## src/rtl/sram_access_controller.sv

```systemverilog
// Arbitrates NUM_CH buffered write channels and one read channel onto an asynchronous SRAM,
// owning the auto-incrementing address counter and the OE/WE strobe timing.
module sram_access_controller #(
    parameter int ADDR_W    = 19,
    parameter int DATA_W    = 8,
    parameter int NUM_CH    = 2,
    parameter int WE_CYCLES = 1,
    parameter int RD_CYCLES = 2
) (
    input  logic                     CLOCK,
    input  logic                     RESET,
    input  logic [NUM_CH-1:0]        REQ_WR,
    input  logic [NUM_CH*DATA_W-1:0] WR_DATA,
    output logic [NUM_CH-1:0]        ACK_WR,
    output logic [NUM_CH-1:0]        OVERRUN,
    input  logic                     REQ_RD,
    output logic [DATA_W-1:0]        RD_DATA,
    output logic                     RD_VALID,
    input  logic                     ADDR_LOAD,
    input  logic [ADDR_W-1:0]        ADDR_IN,
    input  logic                     FLAG_CLR,
    output logic                     BUSY,
    output logic                     EMPTY,
    output logic                     FULL,
    output logic                     DROPPED,
    output logic [ADDR_W-1:0]        SRAM_A,
    output logic [DATA_W-1:0]        SRAM_DQ_OUT,
    output logic                     SRAM_DQ_OE,
    input  logic [DATA_W-1:0]        SRAM_DQ_IN,
    output logic                     SRAM_WE_n,
    output logic                     SRAM_OE_n
);

    localparam int CH_W  = (NUM_CH > 1) ? $clog2(NUM_CH) : 1;
    localparam int MAX_C = (WE_CYCLES > RD_CYCLES) ? WE_CYCLES : RD_CYCLES;
    localparam int CNT_W = $clog2(MAX_C + 1);
    localparam logic [CNT_W-1:0] WE_LAST = CNT_W'(WE_CYCLES - 1);
    localparam logic [CNT_W-1:0] RD_LAST = CNT_W'(RD_CYCLES - 1);

    typedef enum logic [2:0] {
        S_IDLE, S_OEIA, S_WRITE, S_WEND, S_INC, S_READ, S_RINC
    } state_t;

    state_t              state, next_state;
    logic [CNT_W-1:0]    cnt;
    logic [NUM_CH-1:0]   pend;
    logic                pend_rd;
    logic [DATA_W-1:0]   hold [NUM_CH];
    logic [CH_W-1:0]     gnt_ch;
    logic                gnt_drop;
    logic                wr_any;
    logic [CH_W-1:0]     wr_sel;
    logic                grant_wr, grant_rd;

    // Lowest-index pending write channel wins
    always_comb begin
        wr_any = 1'b0;
        wr_sel = '0;
        for (int i = NUM_CH - 1; i >= 0; i--) begin
            if (pend[i]) begin
                wr_any = 1'b1;
                wr_sel = CH_W'(i);
            end
        end
    end

    assign grant_wr = (state == S_IDLE) && wr_any;
    assign grant_rd = (state == S_IDLE) && !wr_any && pend_rd;
    assign BUSY     = (state != S_IDLE) || (|pend) || pend_rd;
    assign EMPTY    = (SRAM_A == '0);

    always_comb begin
        next_state = state;
        case (state)
            S_IDLE:  if (wr_any) next_state = FULL ? S_INC : S_OEIA;
                     else if (pend_rd) next_state = S_READ;
            S_OEIA:  next_state = S_WRITE;
            S_WRITE: if (cnt == WE_LAST) next_state = S_WEND;
            S_WEND:  next_state = S_INC;
            S_INC:   next_state = S_IDLE;
            S_READ:  if (cnt == RD_LAST) next_state = S_RINC;
            S_RINC:  next_state = S_IDLE;
            default: next_state = S_IDLE;
        endcase
    end

    // Strobes: the bus is only driven while OE_n is high, so the SRAM never fights the controller
    always_comb begin
        SRAM_WE_n  = 1'b1;
        SRAM_OE_n  = 1'b0;
        SRAM_DQ_OE = 1'b0;
        ACK_WR     = '0;
        RD_VALID   = 1'b0;
        case (state)
            S_OEIA, S_WEND: begin
                SRAM_OE_n  = 1'b1;
                SRAM_DQ_OE = 1'b1;
            end
            S_WRITE: begin
                SRAM_OE_n  = 1'b1;
                SRAM_DQ_OE = 1'b1;
                SRAM_WE_n  = 1'b0;
            end
            S_INC: begin
                SRAM_OE_n = 1'b1;
                if (!gnt_drop) ACK_WR[gnt_ch] = 1'b1;
            end
            S_RINC:  RD_VALID = 1'b1;
            default: ;
        endcase
    end

    always_ff @(posedge CLOCK) begin
        if (RESET) begin
            state       <= S_IDLE;
            cnt         <= '0;
            pend        <= '0;
            pend_rd     <= 1'b0;
            gnt_ch      <= '0;
            gnt_drop    <= 1'b0;
            SRAM_DQ_OUT <= '0;
            SRAM_A      <= '0;
            FULL        <= 1'b0;
            OVERRUN     <= '0;
            DROPPED     <= 1'b0;
            RD_DATA     <= '0;
            for (int i = 0; i < NUM_CH; i++) hold[i] <= '0;
        end else begin
            state <= next_state;
            if ((state == S_WRITE || state == S_READ) && next_state == state)
                cnt <= cnt + CNT_W'(1);
            else
                cnt <= '0;

            if (FLAG_CLR) begin
                OVERRUN <= '0;
                DROPPED <= 1'b0;
            end

            // A new request overwrites the held word; the later capture is the one written
            for (int i = 0; i < NUM_CH; i++) begin
                if (REQ_WR[i]) begin
                    hold[i] <= WR_DATA[i*DATA_W +: DATA_W];
                    pend[i] <= 1'b1;
                    if (pend[i] && !(grant_wr && wr_sel == CH_W'(i))) OVERRUN[i] <= 1'b1;
                end else if (grant_wr && wr_sel == CH_W'(i)) begin
                    pend[i] <= 1'b0;
                end
            end

            if (REQ_RD)        pend_rd <= 1'b1;
            else if (grant_rd) pend_rd <= 1'b0;

            // Latch the granted word so later requests cannot disturb the bus mid-write
            if (grant_wr) begin
                gnt_ch   <= wr_sel;
                gnt_drop <= FULL;
                if (FULL) DROPPED <= 1'b1;
                else      SRAM_DQ_OUT <= hold[wr_sel];
            end

            if (state == S_READ && next_state == S_RINC) RD_DATA <= SRAM_DQ_IN;

            if (ADDR_LOAD) begin
                SRAM_A <= ADDR_IN;
                FULL   <= 1'b0;
            end else if (state == S_INC || state == S_RINC) begin
                if (&SRAM_A) FULL <= 1'b1;
                else         SRAM_A <= SRAM_A + ADDR_W'(1);
            end
        end
    end

endmodule

```

## config.mk

```make
export PLATFORM = sky130hd
export DESIGN_NAME = sram_access_controller
export DESIGN_NICKNAME = d
export VERILOG_FILES = /design/src/rtl/sram_access_controller.sv
export SDC_FILE = /design/constraint.sdc
export NUM_CORES = 1
export LEC_CHECK = 0
export CAP_MARGIN = 20
export CORE_MARGIN = 4
export CORE_UTILIZATION = 26
export CTS_CLUSTER_DIAMETER = 150
export DETAILED_ROUTE_END_ITERATION = 10
export SETUP_SLACK_MARGIN = 0.4
export SYNTH_ARGS = -nofsm -noshare
export SYNTH_HDL_FRONTEND = slang
export SYNTH_SLANG_ARGS = --single-unit
```

## constraint.sdc

```tcl
create_clock -name CLOCK -period 2.8 [get_ports CLOCK]
set_input_delay 0.7 -clock CLOCK [delete_from_list [all_inputs] [get_ports CLOCK]]
set_output_delay 0.7 -clock CLOCK [all_outputs]
set_load 0.01 [all_outputs]
```

Word-level counts from Yosys, hierarchy flattened
Memory sizes are Yosys's and may differ from the RTL's. A register that Yosys moved wholly into a read port is not among the register bits.
Index checks and enable logic that the tools add are counted.
W data, S select, Z words.
{"block": "word_totals", "out_inout_bits": 47, "ff_bits": 41, "mem_count": 1, "ramBits": 16, "latchBits": 0, "mem_bits_ro": 0}
{"name": "hold", "depth": 2, "word_bits": 8, "read_ports": 1, "rd_clocked_by_memory_dff": 1, "write_ports": 2, "line_no": "48", "source": "logic [DATA_W-1:0] hold [NUM_CH];"}
{"block": "op_classes", "n_mul": 0, "addsub": 2, "reduce_logical": 34, "n_div": 0, "muxes": 44, "eq_ne": 10, "order_cmp": 2, "shifts": 0, "bitwise": 5}
{"op": "$mux W19", "n": 3}
{"op": "$mux W1", "n": 29}
{"op": "$reduce_and A20 Y1", "n": 1}
{"op": "$add A19 B1 Y19 const B", "n": 1}
{"op": "$logic_not A19 Y1", "n": 1}
{"op": "$reduce_and A19 Y1", "n": 1}
{"op": "$mux W8", "n": 2}
{"op": "$mux W3", "n": 5}
{"op": "$pmux W3 S5", "n": 1}
{"op": "$eq A3 B3 Y1 const B", "n": 4}
{"op": "$logic_and A1 B1 Y1", "n": 10}
{"op": "$reduce_bool A2 Y1", "n": 4}
{"op": "$eq A3 B2 Y1 const B", "n": 2}
{"op": "$mux W2", "n": 3}
{"op": "$reduce_or A2 Y1", "n": 3}
{"op": "$logic_or A1 B1 Y1", "n": 4}
{"op": "$reduce_and A2 Y1", "n": 2}
{"op": "$reduce_or A4 Y1", "n": 1}
{"op": "$eq A3 B1 Y1 const B", "n": 1}
{"op": "$eq A3 B3 Y1", "n": 1}
{"op": "$logic_not A1 Y1", "n": 3}
{"op": "$logic_not A3 Y1", "n": 1}
{"op": "$not A1 Y1", "n": 3}
{"op": "$reduce_bool A3 Y1", "n": 1}
{"op": "9 further kinds", "n": 10}

Depth between registers and ports, before layout
{"block": "depth", "ltp_word": 8, "ltp_mapped": 7, "ltp_nobuf": 6}

Worst setup path after synthesis
Ideal clock, no wire load.
{"block": "synth_path", "kind": "flip-flop to flip-flop", "from": "register SRAM_A[0]", "to": "register SRAM_A[5]", "path_slack_ns": 0.791, "setup_time_ns": 0.091, "required_time_ns": 2.709, "arrival_time_ns": 1.918, "path_stages_with_launch": 8, "cell_sequence": "dfxtp_1 -> ha_1 -> and2_1 -> and4_4 -> buf_6 -> a21o_1 -> or4_1 -> a311oi_1"}
{"block": "synth_between", "elab_chain_len": 4}
{"element": "start, declared", "line_no": "26", "source": "output logic [ADDR_W-1:0] SRAM_A,"}
{"element": "start signal, assigned", "line_no": "169", "source": "else SRAM_A <= SRAM_A + ADDR_W'(1);"}
{"element": "$add A19 B1 Y19", "line_no": "169"}
{"element": "$mux W19", "line_no": "168", "source": "if (&SRAM_A) FULL <= 1'b1;"}
{"element": "$mux W19", "line_no": "167", "source": "end else if (state == S_INC || state == S_RINC) begin"}
{"element": "$mux W19", "line_no": "164", "source": "if (ADDR_LOAD) begin"}
Several ways; a longest one is shown, not always the timed one. The select of a mux whose other input is x is not followed.
A chain may end at the register's enable or synchronous reset.

Worst setup path in the final report
{"block": "layout_path", "from": "register SRAM_A[14]", "to": "output port EMPTY"}
{"block": "layout_between", "elab_chain_len": 1}
{"element": "$logic_not A19 Y1", "line_no": "70", "source": "assign EMPTY = (SRAM_A == '0);"}
{"element": "end, declared", "line_no": "23", "source": "output logic EMPTY,"}
Every way passes these cells.

==> results.py <==
metrics = {
    "drt": {
        "vias_per_cell": 4.85,
        "ant_nets": 0,
        "drt_iter0_drc": 154,
        "vias": 2858,
        "wl_mm": 8.61,
        "wl_per_cell_um": 14.6,
        "drc": 0,
        "dr.pass1.iters": 5,
    },
    "synthesis": {
        "synth_ff_type": "dfxtp_1",
        "syn_avg_cell_area_um2": 8.92,
        "synth_warnings": 0,
        "syn_nets": 400,
        "async_flop_share_pct": 0,
        "ys_seq_elements": 65,
        "syn-instance-count": 346,
        "synth_cell_types": 48,
        "synth-seq-area-share_pct": 47.4,
        "netlist_area_um2": 3090,
        "synth_edf_count": 16,
    },
    "floorplanning": {
        "rows": 39,
        "core_um2": 11500,
        "die_y_um": 117,
        "die_w_um": 117,
        "dieArea_um2": 13700,
        "num_io_pins": 97,
        "initial_core_util_pct": 26.8,
    },
    "clock_network": {
        "post-cts-setup-buffer-count": 0,
        "numCtsBuffers": 9,
        "cts_sinks": 65,
        "clk_latency_ns": 0.33,
        "cts_tree": "yes",
        "clock-root-buffer": "clkbuf_16",
        "clk_pin_slew_ns": 0.06,
        "htree_levels": 3,
        "cts_hold_buffers": 0,
        "clk_path_buf_depth": 2,
    },
    "worst_setup_path": {
        "cp.required_ns": 2.10,
        "crit_path_end_kind": "output pin",
        "cp_max_fo": 6,
        "criticalPathCategory": "flip-flop to output pin",
        "critPathLaunchType": "flip-flop",
        "cp.arrival_ns": 1.67,
        "cpMaxStageDelayCell": "or4_1",
        "worstPathCellList": "or4_1 > nor2_1 > clkdlybuf4s15_1",
        "slowest_delay_ns": 0.57,
    },
    "sta": {
        "finalHoldViolCount": 0,
        "holdWs_ns": 0.456,
        "rsz0062_at_grt": "true",
        "setup_viol": 0,
        "skew_ns": 0.00363,
        "setup_tns_ns": 0,
        "slew-limit-headroom_pct": 52.6,
        "min_period_ns": 2.37,
        "timing.final.ws_setup_ns": 0.427,
        "min_period_over_period_pct": 84.8,
        "fmax_mhz": 421,
        "maxSlewViolCount": 0,
        "max_slew.worst_pin.slew_ns": 0.711,
    },
    "cells_and_area": {
        "final_common_cell": "clkdlybuf4s50_1",
        "antenna_cells": 0,
        "design_area_um2": 4520,
        "mostFrequentLayoutCells": "90 x clkdlybuf4s50_1, 46 x dfxtp_1, 40 x nor2_1",
        "layout.nets": 495,
        "drive_above_1_share_pct": 8.97,
        "syn2layout_area_growth_pct": 46.6,
    },
    "global_route": {
        "grt_pass1_wl_mm": 13.9,
        "gr-total-overflow": 0,
        "grt_max_degree": 47,
        "grt_pass1_vias": 2815,
        "antenna_found_initial": 0,
        "grt_usage_pct": 13.0,
    },
    "placed_design": {
        "port_buffers": 96,
        "gp_congestion": 0.888,
        "preCtsSetupSlack_ns": 0.468,
        "dp_hpwl_mm": 6.40,
        "dpl_cell_area_um2": 4190,
    },
    "outcome": {
        "run_status": "completed",
    },
    "power_and_ir_drop": {
        "max-vdd-ir-drop_mv": 0.260,
        "p_leak_nw": 1.62,
        "p_per_area_nw_per_um2": 685,
        "total_power_mw": 3.10,
    },
    "flow_run": {
        "maxCapViolCount": 0,
    },
    "hold_path": {
        "hold_class": "flip-flop to flip-flop",
    },
}
-- synthesized netlist by cell type, drive strengths merged (4+ instances only) --
master	number	area (µm²)
dfxtp	49	981
nor2	41	154
a21oi	32	160
nand2	32	120
and2	21	131
a211oi	19	143
edfxtp	16	480
clkbuf	13	48.8
xnor2	13	114
inv	10	37.5
nand4	10	62.6
nor3	9	50.1
o21ai	9	45.0
buf	8	52.6
mux2i	8	80.1
nand3	5	25.0
and4	4	37.5
ha	4	50.1
nor4	4	25.0
-- cell type report --
type | instances | area (µm²)
Tap cell | 143 | 179
Clock inverter | 7 | 85.1
Fill cell | 1177 | 6990
Sequential cell | 65 | 1470
Multi-Input combinational cell | 250 | 1510
Clock buffer | 9 | 225
Inverter | 10 | 37.5
Timing Repair Buffer | 105 | 1020
-- state kept, by name, summed over array words and instances, names as in the netlist, 2 cells and up --
name         count
pend             2
SRAM_DQ_OUT      8
state            3
cnt              2
SRAM_A          19
hold            16
OVERRUN          2
RD_DATA          8
-- stage by stage --
step,utilization (%),instances
finish,39.3,589
floorplan,-,346
global route,39.3,589
global placement,36.4,573
CTS,39.2,589
detailed placement,36.4,573
-- where the power goes --
| part | switching, mW | internal [mW] |
|---|---|---|
| sequential | 0.116 | 1.08 |
| clock | 0.452 | 0.707 |
| combinational | 0.342 | 0.402 |
| total | 0.910 | 2.19 |
-- kinds of logic after synthesis --
kind of cell | Yosys count | share of synthesized area [%]
fa+ha+maj | 4 | 1.62
buf+inv | 31 | 4.50
compound gates | 77 | 15.6
simple gates | 147 | 24.4
xor+xnor | 14 | 3.97
flops | 65 | 47.4
mux | 8 | 2.60
-- routing by layer --
| metal | share of wire, % | GRT usage (%) |
|---|---|---|
| met1 | 42 | 16.2 |
| met2 | 47 | 20.8 |
| met3 | 9.1 | 4.22 |
| met4 | 1.2 | 5.05 |
| met5 | 0 | 0 |
-- path summary, 6_finish.rpt --
check	slack (ns)	cells past startpoint	startpoint	endpoint
worst min register to register	0.46	2	RD_DATA[1]	RD_DATA[1]
worst min-delay path	0.46	2	RD_DATA[1]	RD_DATA[1]
worst max-delay path	0.43	3	SRAM_A[14]	EMPTY
worst max register to register	0.64	6	SRAM_A[0]	SRAM_A[5]
-- timing repair --
| action | CTS | global route |
|---|---|---|
| pin swaps | 1 | 0 |
| hold endpoints to repair | 0 | 0 |
| resized for setup | 14 | 3 |
| endpoints found under the setup margin | 7 | 4 |
-- worst max-delay path: cells and delay by family, from the launching register on --
family / cells / cell delay [ns]
flip-flops: 1 / 0.36
AND/OR/NAND/NOR: 2 / 0.73
buffers and inverters: 1 / 0.26
(Power assumes the default switching activity.)
